`src/rtl/spi_master_tx.sv`:
```
// SPI mode-0 master transmitter: one byte per CS-low frame, MSB first,
// with MISO captured on every SCK rising edge and a minimum CS-high gap
// enforced between consecutive frames. Every output comes from a flop.
module spi_master_tx #(
   parameter int HALF_PERIOD = 5,   // i_clk cycles per SCK half-period (>=1)
   parameter int GAP_CYCLES  = 10   // minimum CS-high cycles between frames (>=1)
) (
   input  logic       i_clk,
   input  logic       i_rst_n,
   input  logic [7:0] i_tx_data,
   input  logic       i_tx_valid,
   output logic       o_tx_ready,
   input  logic       i_spi_miso,
   output logic       o_spi_clk,
   output logic       o_spi_mosi,
   output logic       o_spi_cs,
   output logic [7:0] o_rx_data,
   output logic       o_rx_valid,
   output logic       o_busy
);

   localparam int HC_W = (HALF_PERIOD > 1) ? $clog2(HALF_PERIOD) : 1;
   localparam int GC_W = (GAP_CYCLES  > 1) ? $clog2(GAP_CYCLES)  : 1;
   localparam logic [HC_W-1:0] HC_LAST = HC_W'(HALF_PERIOD - 1);
   localparam logic [GC_W-1:0] GC_LAST = GC_W'(GAP_CYCLES - 1);

   typedef enum logic [1:0] {
      IDLE = 2'd0,
      LOW  = 2'd1,
      HIGH = 2'd2,
      GAP  = 2'd3
   } state_t;

   state_t          state_q, state_d;
   logic [HC_W-1:0] hc_q, hc_d;
   logic [2:0]      bc_q, bc_d;
   logic [GC_W-1:0] gc_q, gc_d;
   logic [7:0]      tx_sr_q, tx_sr_d;
   logic [7:0]      rx_sr_q, rx_sr_d;
   logic            spi_clk_q, spi_clk_d;
   logic            spi_mosi_q, spi_mosi_d;
   logic            spi_cs_q, spi_cs_d;
   logic            tx_ready_q, tx_ready_d;
   logic [7:0]      rx_data_q, rx_data_d;
   logic            rx_valid_q, rx_valid_d;
   logic            busy_q, busy_d;

   logic accept;
   logic hc_last;
   logic gc_last;

   // Handshake only completes in IDLE while the registered ready is high.
   assign accept  = (state_q == IDLE) && i_tx_valid && tx_ready_q;
   assign hc_last = (hc_q == HC_LAST);
   assign gc_last = (gc_q == GC_LAST);

   // State register with synchronous active-low reset.
   always_ff @(posedge i_clk) begin
      // NOTE: sequential state uses non-blocking assignments so every flop
      // samples pre-edge values, independent of block evaluation order.
      if (!i_rst_n) begin
         state_q <= IDLE;
      end else begin
         state_q <= state_d;
      end
   end

   // Next-state decode: LOW/HIGH alternate per half-period, eight bits per frame.
   always_comb begin
      // NOTE: defaulting every comb output first keeps paths that do not
      // assign it from inferring a latch.
      state_d = state_q;
      case (state_q)
         IDLE: if (accept)  state_d = LOW;
         LOW:  if (hc_last) state_d = HIGH;
         HIGH: if (hc_last) state_d = (bc_q == 3'd7) ? GAP : LOW;
         GAP:  if (gc_last) state_d = IDLE;
         default:           state_d = IDLE;
      endcase
   end

   // Output/datapath decode: next values for the registered pins and counters.
   always_comb begin
      hc_d       = hc_q;
      bc_d       = bc_q;
      gc_d       = gc_q;
      tx_sr_d    = tx_sr_q;
      rx_sr_d    = rx_sr_q;
      spi_clk_d  = spi_clk_q;
      spi_mosi_d = spi_mosi_q;
      spi_cs_d   = spi_cs_q;
      tx_ready_d = 1'b0;
      rx_data_d  = rx_data_q;
      rx_valid_d = 1'b0;
      busy_d     = (state_d != IDLE);

      case (state_q)
         IDLE: begin
            if (accept) begin
               // CS falls with the first data bit already on MOSI.
               tx_sr_d    = i_tx_data;
               spi_cs_d   = 1'b0;
               spi_clk_d  = 1'b0;
               spi_mosi_d = i_tx_data[7];
               bc_d       = 3'd0;
               hc_d       = '0;
            end else begin
               tx_ready_d = 1'b1;
            end
         end
         LOW: begin
            if (hc_last) begin
               spi_clk_d = 1'b1;
               rx_sr_d   = {rx_sr_q[6:0], i_spi_miso};
               hc_d      = '0;
            end else begin
               hc_d = hc_q + 1'b1;
            end
         end
         HIGH: begin
            if (hc_last) begin
               hc_d      = '0;
               spi_clk_d = 1'b0;
               if (bc_q != 3'd7) begin
                  // MOSI only moves on the SCK falling transition.
                  spi_mosi_d = tx_sr_q[6];
                  tx_sr_d    = {tx_sr_q[6:0], 1'b0};
                  bc_d       = bc_q + 3'd1;
               end else begin
                  spi_cs_d   = 1'b1;
                  spi_mosi_d = 1'b0;
                  rx_data_d  = rx_sr_q;
                  rx_valid_d = 1'b1;
                  gc_d       = '0;
               end
            end else begin
               hc_d = hc_q + 1'b1;
            end
         end
         GAP: begin
            if (gc_last) begin
               gc_d       = '0;
               tx_ready_d = 1'b1;
            end else begin
               gc_d = gc_q + 1'b1;
            end
         end
         default: ;
      endcase
   end

   // Datapath and output registers; reset aborts any frame in progress.
   always_ff @(posedge i_clk) begin
      if (!i_rst_n) begin
         hc_q       <= '0;
         bc_q       <= 3'd0;
         gc_q       <= '0;
         // NOTE: the shift registers are reset too, so nothing after reset
         // depends on leftover contents of a discarded partial byte.
         tx_sr_q    <= 8'h00;
         rx_sr_q    <= 8'h00;
         spi_clk_q  <= 1'b0;
         spi_mosi_q <= 1'b0;
         spi_cs_q   <= 1'b1;
         tx_ready_q <= 1'b0;
         rx_data_q  <= 8'h00;
         rx_valid_q <= 1'b0;
         busy_q     <= 1'b0;
      end else begin
         hc_q       <= hc_d;
         bc_q       <= bc_d;
         gc_q       <= gc_d;
         tx_sr_q    <= tx_sr_d;
         rx_sr_q    <= rx_sr_d;
         spi_clk_q  <= spi_clk_d;
         spi_mosi_q <= spi_mosi_d;
         spi_cs_q   <= spi_cs_d;
         tx_ready_q <= tx_ready_d;
         rx_data_q  <= rx_data_d;
         rx_valid_q <= rx_valid_d;
         busy_q     <= busy_d;
      end
   end

   assign o_tx_ready = tx_ready_q;
   assign o_spi_clk  = spi_clk_q;
   assign o_spi_mosi = spi_mosi_q;
   assign o_spi_cs   = spi_cs_q;
   assign o_rx_data  = rx_data_q;
   assign o_rx_valid = rx_valid_q;
   assign o_busy     = busy_q;

endmodule

```
`config.mk`:
```
export PLATFORM = sky130hd
export DESIGN_NAME = spi_master_tx
export DESIGN_NICKNAME = d
export VERILOG_FILES = /design/src/rtl/spi_master_tx.sv
export SDC_FILE = /design/constraint.sdc
export NUM_CORES = 1
export LEC_CHECK = 0
export ABC_AREA = 0
export ABC_CLOCK_PERIOD_IN_PS = 2650
export CORE_MARGIN = 2
export CORE_UTILIZATION = 54
export DETAILED_ROUTE_END_ITERATION = 6
export PLACE_DENSITY_LB_ADDON = 0.15
export SLEW_MARGIN = 20
export SYNTH_ARGS = -nofsm -noshare
export SYNTH_HDL_FRONTEND = slang
export SYNTH_SLANG_ARGS = --single-unit
```
`constraint.sdc`:
```
create_clock -name i_clk -period 2.65 [get_ports i_clk]
set_clock_uncertainty 0.2 [all_clocks]
set_input_delay 0.53 -clock i_clk [delete_from_list [all_inputs] [get_ports i_clk]]
set_output_delay 0.53 -clock i_clk [all_outputs]
set_load 0.01 [all_outputs]
```
**After elaboration in Yosys (flattened, before gate mapping)**

Index checks and enable logic that the tools add are counted.

- Register bits after elaboration: 41
- Bits of input ports: 12
- Logic and storage cells: 82

- Add/sub/neg operators: 3
- Eq/ne operators: 12
- Mux-type cells: 35
- Bitwise logic cells: 1
- Reductions and logical operators: 18

Operators by type and width:

| operator | number |
|---|---|
| 2-to-1 mux 7 bit | 3 |
| one-hot mux 7 bit (2 select lines) | 1 |
| 2-to-1 mux 3 bit | 4 |
| 2-to-1 mux 4 bit | 3 |
| one-hot mux 3 bit (2 select lines) | 2 |
| AND reduction 3 bit | 4 |
| AND reduction 4 bit | 3 |
| 2-to-1 mux 1 bit | 11 |
| 2-to-1 mux 2 bit | 5 |
| != test 2 bit (second input constant) | 5 |
| one-hot mux 2 bit (4 select lines) | 1 |
| one-hot mux 4 bit (2 select lines) | 1 |
| nonzero test 2 bit | 4 |
| adder 3 x 1 -> 3 bit (second input constant) | 2 |
| == test 3 bit (second input constant) | 2 |
| one-hot mux 1 bit (2 select lines) | 3 |
| adder 4 x 1 -> 4 bit (second input constant) | 1 |
| == test 2 bit (second input constant) | 2 |
| == test 4 bit (second input constant) | 1 |
| AND reduction 2 bit | 2 |
| != test 3 bit (second input constant) | 1 |
| one-hot mux 1 bit (3 select lines) | 1 |
| nonzero test 3 bit | 1 |
| == test 2 x 1 -> 1 bit (second input constant) | 1 |
| other kinds (4) | 5 |

**Depth between registers and ports, before layout**

Gate-level depths: netlist (run 1).

- Depth in word-level cells: 6
- Gate-level depth with buffers: 8
- Mapped depth without buffers: 6

**Least setup slack after synthesis (run 1)**

OpenSTA, ideal clock, no wires.

- Path kind: reg-to-reg
- Start point: register state_q[0]
- End point: register bc_q[0]
- Setup time: 0.121 ns
- Arrival: 1.644 ns
- Setup slack: 0.685 ns
- Cell stages (with the launch flop): 8
- Buffers on the path: 2
- Period minus slack after synthesis: 1.965 ns
- Cell sequence: dfxtp_1 inv_1 ha_1 buf_6 and2_4 a2111oi_4 buf_6 o22ai_1

- Word-level cells in the longest chain between the ends: 5

Ends and longest elaborated chain:

| what | RTL line | text |
|---|---|---|
| from (decl) | 34 | `state_t state_q, state_d;` |
| from (signal assigned) | 64 | `state_q <= state_d;` |
| zero test 2 bit | 53, 97 |  |
| logical AND 1 bit (2 in a row) | 53 | `assign accept = (state_q == IDLE) && i_tx_valid && tx_ready_q;` |
| != test 2 bit (no source line) | -- |  |
| AND reduction 4 bit (no source line) | -- |  |
| to (signal assigned) | 156 | `bc_q <= 3'd0;` |
| to (signal assigned) | 171 | `bc_q <= bc_d;` |
| to (decl) | 36 | `logic [2:0] bc_q, bc_d;` |

Several ways; a longest one is shown, not always the timed one.
A chain may end at the register's enable or synchronous reset.

**Final worst setup path (run 1)**

- Start point: register state_q[0]
- End point: register tx_sr_q[2]

- Word-level cells in the longest chain between the ends: 5

Ends and longest elaborated chain:

| what | RTL line | text |
|---|---|---|
| zero test 2 bit | 53, 97 |  |
| logical AND 1 bit (2 in a row) | 53 |  |
| != test 2 bit (no source line) | -- |  |
| AND reduction 4 bit (no source line) | -- |  |
| to (signal assigned) | 173 | `tx_sr_q <= tx_sr_d;` |
| to (decl) | 38 | `logic [7:0] tx_sr_q, tx_sr_d;` |

Several ways; a longest one is shown, not always the timed one.

==> results of run 1 <==
## registers in the layout, summed over array words and instances, names as in the netlist
register and count:
state_q 2, o_spi_clk 1, o_rx_data 8, o_spi_mosi 1, o_tx_ready 1, tx_sr_q 7, o_spi_cs 1, gc_q 4
bc_q 3, o_rx_valid 1, o_busy 1, hc_q 3, rx_sr_q 8
## cell usage in the layout (no fill, tap or decap), types with 3 or more instances in the layout
cell type and count:
nand2_1 24, nand4_1 3, o22ai_1 3, o21ai_0 3, buf_4 5, inv_1 9, nand3_1 5, dfxtp_1 41
nor2_1 25, mux2i_1 14, clkdlybuf4s50_1 25, a211oi_2 6, clkbuf_4 5, ha_1 11, a21oi_1 14
## cell families (layout without fill, tap and decap cells)
logic type	Yosys count	count (layout)
AO/OA/AOI/OAI	48	48
adder cells (fa/ha/maj)	11	11
buffers and inverters	20	46
flip-flops	41	41
multiplexers	15	15
AND/OR/NAND/NOR	73	73
## layer usage
layer,part of all wire [%],up-vias
met4,2.0,0
met1,44,741
met3,5.6,8
li1,-,790
met2,49,50
met5,0,-
## power breakdown
part	switching, mW	internal (mW)
clock	0.194	0.124
combinational	0.0938	0.0837
sequential	0.0183	0.642
## worst max path at each step
stage                                from                       to  slack, ns
global placement               i_tx_valid  tx_sr_q[4]$_SDFFE_PN0P_       0.38
finish              state_q[0]$_SDFF_PN0_  tx_sr_q[2]$_SDFFE_PN0P_       0.48
global route        state_q[0]$_SDFF_PN0_     gc_q[3]$_SDFFE_PN0P_       0.25
CTS                 state_q[0]$_SDFF_PN0_  tx_sr_q[1]$_SDFFE_PN0P_       0.47
detailed placement             i_tx_valid  tx_sr_q[1]$_SDFFE_PN0P_       0.31
floorplan           state_q[0]$_SDFF_PN0_     bc_q[0]$_SDFFE_PN0P_       0.68
## critical path, cell delays in order, from the launching register on
cell and delay [ns]:
dfxtp_1 0.40, inv_1 0.11, ha_1 0.33, buf_4 0.24
a2111oi_4 0.29, buf_4 0.27, nor2_1 0.07, a211oi_2 0.19
## final cells by class
| cell class | count | area, µm² |
|---|---|---|
| clock buffer | 6 | 51.3 |
| clock inverter | 1 | 7.51 |
| fill | 289 | 1120 |
| inverter | 9 | 33.8 |
| multi-input combinational | 147 | 1040 |
| sequential | 41 | 821 |
| tap | 46 | 57.6 |
| timing repair buffer | 30 | 288 |
==> flow_summary.json, run 1 <==
{
  "fin_crit_sh_pct": 82.1,
  "synth_xor_area_share_pct": 0,
  "die_y_um": 64.4,
  "vias": 1589,
  "p_per_area_nw_per_um2": 503,
  "path_class": "reg -> reg",
  "grt_pass1_vias": 1600,
  "synthTopCellsByArea": "dfxtp_1, mux2i_1, ha_1",
  "syn_inst": 208,
  "arrival_ns": 2.25,
  "grt_pass1_wl_mm": 7.12,
  "rsz0062_at_grt": "false",
  "clk_path_buf_depth": 2,
  "wire_per_inst_um": 14.3,
  "setup_viol": 0,
  "synth_top_family_by_area": "compound AO/OA/AOI/OAI gates",
  "synth_commonest_cells": "dfxtp_1, nor2_1, nand2_1, a21oi_1, mux2i_1",
  "cp_data_required_time_ns": 2.72,
  "viasPerCell": 5.68,
  "syn_to_final_growth_pct": 16.5,
  "hp-class": "reg -> reg",
  "whs_ns": 0.265,
  "clk_latency_ns": 0.35,
  "ant_nets": 0,
  "antenna_found_initial": 0,
  "fin_ws_ns": 0.475,
  "rr_worst_depth": 7,
  "cts_made_buffers": 5,
  "yosys.area.top_type": "dfxtp_1",
  "initialDrtViolationCount": 130,
  "yosysMostFrequentCell": "dfxtp_1",
  "place_area_um2": 2240,
  "synthArstFlopShare_pct": 0,
  "grt.busiest_layer": "met2",
  "path_clk_slew_ns": 0.11,
  "grt_max_degree": 25,
  "port_buffers": 25,
  "maxSlewHeadroom_pct": 66.8,
  "use_met1_pct": 26.6,
  "yosys.area.top_type_share_pct": 41.7,
  "dp.cells": 273,
  "hold_viol": 0,
  "start_util_pct": 57.7,
  "p_leak_nw": 0.883,
  "ios": 26,
  "route.detailed.drc": 0,
  "tns_ns": 0,
  "pre_cts_ws_ns": 0.307,
  "routed_wl_mm": 4.01,
  "worst_pin_slew_ns": 0.497,
  "hold_end": "o_rx_data[3]$_SDFFE_PN0P_",
  "yosysUniqueCellTypes": 48,
  "synth_compound_area_share_pct": 20.1,
  "synth_fa_ha_area_share_pct": 6.98,
  "worstHoldPathCells": 2,
  "max_freq_mhz": 460,
  "fin_area_um2": 2300,
  "synth_edf_count": 0,
  "cts.sinks": 41,
  "min-delay-start": "o_rx_data[3]$_SDFFE_PN0P_",
  "hold_buffers": 0,
  "r2r-start": "state_q[0]$_SDFF_PN0_",
  "muxShareOfSynthArea_pct": 7.68,
  "drive_gt1_share_pct": 11.5,
  "htree_levels": 2,
  "synth_area_um2": 1970,
  "start_kind": "flop",
  "status": "complete, no violations",
  "cts_tree": "built",
  "cp_max_fo": 16,
  "die_x_um": 64.4,
  "grt-ovfl-total": 0,
  "avgSynthCellArea_um2": 9.47,
  "use_met3_pct": 5.73,
  "synth_simple_gate_area_share_pct": 17.8,
  "worst_ir_drop_vdd_v": 0.000465,
  "yosysWarnings": 0,
  "dr.pass1.iters": 4,
  "period_minus_slack_ns": 2.17,
  "r2r_end": "tx_sr_q[2]$_SDFFE_PN0P_",
  "design_power_total_mw": 1.16,
  "syn-num-nets": 231,
  "num_rows": 21,
  "die_area_um2": 4150,
  "final_nets": 257,
  "cts_resized": 0,
  "core_area_um2": 3420,
  "cts_setup_buffers": 0,
  "maxCapViolCount": 0,
  "cts_root_buf": "clkbuf_4",
  "maxSlewViolCount": 0,
  "hpwl_mm": 2.95,
  "ys.flop_type": "dfxtp_1",
  "yosysSeqAreaShare_pct": 41.7,
  "finalNonFillerCells": 280,
  "reg2reg_slack_ns": 0.48,
  "grt_usage_pct": 22.2,
  "ys_ff_latch": 41,
  "grt_use_met2_pct": 37.2,
  "gp_congestion": 0.794,
  "fin_util_pct": 67.2,
  "cp-end-kind": "flop",
  "n_antenna_cell": 0
}
No activity file was read; power rests on OpenSTA's default activity.
==> run 2, diff against run 1 <==
--- a/config.mk
+++ b/config.mk
@@ -6,9 +6,9 @@
 export NUM_CORES = 1
 export LEC_CHECK = 0
 export ABC_AREA = 0
-export ABC_CLOCK_PERIOD_IN_PS = 2650
+export ABC_CLOCK_PERIOD_IN_PS = 1900
 export CORE_MARGIN = 2
-export CORE_UTILIZATION = 54
+export CORE_UTILIZATION = 49
 export DETAILED_ROUTE_END_ITERATION = 6
 export PLACE_DENSITY_LB_ADDON = 0.15
 export SLEW_MARGIN = 20
==> constraint.sdc (replaced) <==
create_clock -name i_clk -period 1.9 [get_ports i_clk]
set_clock_uncertainty 0.2 [all_clocks]
set_input_delay 0.38 -clock i_clk [delete_from_list [all_inputs] [get_ports i_clk]]
set_output_delay 0.38 -clock i_clk [all_outputs]
set_load 0.01 [all_outputs]
==> run 2 against run 1 <==
Effect of this change: the run now ends with negative setup slack left; sequential power up 40%; worst setup slack worse by 0.48 ns; die area up 9.5%; combinational power up 110%; power up 84%; clock-buffer cell count down 1; critical endpoint is now tx_sr_q[0]$_SDFFE_PN0P_; largest cell class unchanged; largest power group unchanged.
==> flow_summary.json, run 2 (synthesis gave the netlist of run 1 again) <==
{
  "cp_max_fo": 7,
  "viasPerCell": 5.41,
  "multi_input_area_um2": 1160,
  "regArea_um2": 833,
  "syn_to_final_growth_pct": 41.2,
  "n_fill_cell": 271,
  "cts_made_buffers": 5,
  "n_antenna_cell": 0,
  "wire_per_inst_um": 14.4,
  "initialDrtViolationCount": 48,
  "arrival_ns": 1.89,
  "grt_usage_pct": 21.4,
  "path_clk_slew_ns": 0.08,
  "grt_pass1_wl_mm": 7.19,
  "clk_path_buf_depth": 2,
  "setup_viol": 1,
  "maxSlewViolCount": 0,
  "pre_cts_ws_ns": -0.202,
  "period_minus_slack_ns": 1.90,
  "antenna_found_initial": 0,
  "failed_checks": "negative setup slack",
  "cts_root_buf": "clkbuf_8",
  "status": "complete, but fails checks",
  "hold_viol": 0,
  "clk_latency_ns": 0.29,
  "cp_data_required_time_ns": 1.88,
  "fin_crit_sh_pct": 100,
  "vias": 1708,
  "htree_levels": 2,
  "fin_ws_ns": -0.00242,
  "route.detailed.drc": 0,
  "worstHoldPathCells": 2,
  "final_common_cell": "dfxtp_1",
  "start_kind": "flop",
  "grt_pass1_vias": 1665,
  "path_class": "reg -> reg",
  "min-delay-start": "o_rx_data[5]$_SDFFE_PN0P_",
  "hp-class": "reg -> reg",
  "cts_tree": "built",
  "num_rows": 23,
  "port_buffers": 25,
  "ios": 26,
  "hpwl_mm": 3.05,
  "maxSlewHeadroom_pct": 73.1,
  "rr_worst_depth": 9,
  "crit_start": "state_q[0]$_SDFF_PN0_",
  "cp-end-kind": "flop",
  "hold_buffers": 0,
  "worst_ir_drop_vdd_v": 0.000504,
  "maxCapViolCount": 0,
  "r2r_end": "tx_sr_q[0]$_SDFFE_PN0P_",
  "die_area_um2": 4540,
  "r2r-start": "state_q[0]$_SDFF_PN0_",
  "grt-ovfl-total": 0,
  "die_x_um": 67.4,
  "gp_congestion": 0.814,
  "p_leak_nw": 1.10,
  "dr.pass1.iters": 4,
  "start_util_pct": 50.0,
  "rsz0062_at_grt": "true",
  "core_area_um2": 3940,
  "ant_nets": 0,
  "routed_wl_mm": 4.56,
  "max_freq_mhz": 526,
  "whs_ns": 0.259,
  "final_nets": 288,
  "cts.sinks": 41,
  "layout_common_cells": "dfxtp_1, buf_4, nor2_1, clkdlybuf4s50_1, nand2_1",
  "drive_gt1_share_pct": 30.1,
  "hold_end": "o_rx_data[5]$_SDFFE_PN0P_",
  "p_per_area_nw_per_um2": 764,
  "grt_max_degree": 21,
  "worst_pin_slew_ns": 0.399,
  "reg2reg_slack_ns": -0.002,
  "die_y_um": 67.4
}
run 2: cell count changes in the layout (fill, tap and decap cells not counted), sizes merged:
cell      before  now
inv            9   10
buf            5   35
clkinvlp       1    0
bufinv         0    2
run 2: area by class of cell:
cell class / count / share of cell area, %
multi-input combinational: 147 / 41.6
sequential: 41 / 29.9
timing repair buffer: 61 / 19.9
clock buffer: 5 / 2.47
clock inverter: 3 / 2.47
tap: 50 / 2.25
inverter: 9 / 1.39
run 2: power breakdown:
group          switching, mW  internal, mW
Clock                  0.310         0.529
Combinational          0.164         0.203
Sequential            0.0262         0.895
run 2: worst max path at each step:
stage | slack (ns) | end | depth (start not counted)
finish | -0.002 | tx_sr_q[0]$_SDFFE_PN0P_ | 9
global route | -0.05 | tx_sr_q[0]$_SDFFE_PN0P_ | 9
CTS | -0.02 | tx_sr_q[5]$_SDFFE_PN0P_ | 8
detailed placement | -0.20 | o_busy$_SDFF_PN0_ | 6
global placement | -0.12 | o_spi_mosi$_SDFFE_PN0P_ | 5
floorplan | 0.006 | bc_q[0]$_SDFFE_PN0P_ | 6
run 2: through the flow:
stage	std cells	power, mW	area, µm²	util [%]	setup TNS, ns
after floorplan	208	1.11	1970	-	0
after global placement	295	1.22	2390	60.6	-1.10
after detailed placement	295	1.23	2390	60.6	-1.50
after CTS	314	2.15	2730	69.1	-0.0565
after global routing	316	2.21	2780	70.6	-0.216
final	316	2.13	2780	70.6	-0.00242
run 2: critical path, stage by stage, from the launching register on:
cell and delay [ns]:
dfxtp_2 0.36, inv_4 0.06, ha_4 0.16, buf_6 0.12, and2_4 0.14, a2111oi_4 0.29
buf_4 0.18, clkbuf_16 0.14, buf_6 0.09, o22ai_1 0.07
run 2: per-layer routing:
| layer | vias up | wire length [µm] | track usage (%) |
|---|---|---|---|
| met4 | 0 | 86 | 11.0 |
| li1 | 848 | - | - |
| met1 | 809 | 1920 | 23.7 |
| met3 | 8 | 192 | 5.33 |
| met2 | 43 | 2360 | 37.6 |
| met5 | - | 0 | 0 |
run 2: what timing repair did:
item                                    CTS  global route
gates cloned                              1             0
pin swaps                                 0            13
resized for setup                        24            15
buffers inserted                         10             3
endpoints found under the setup margin    9            10
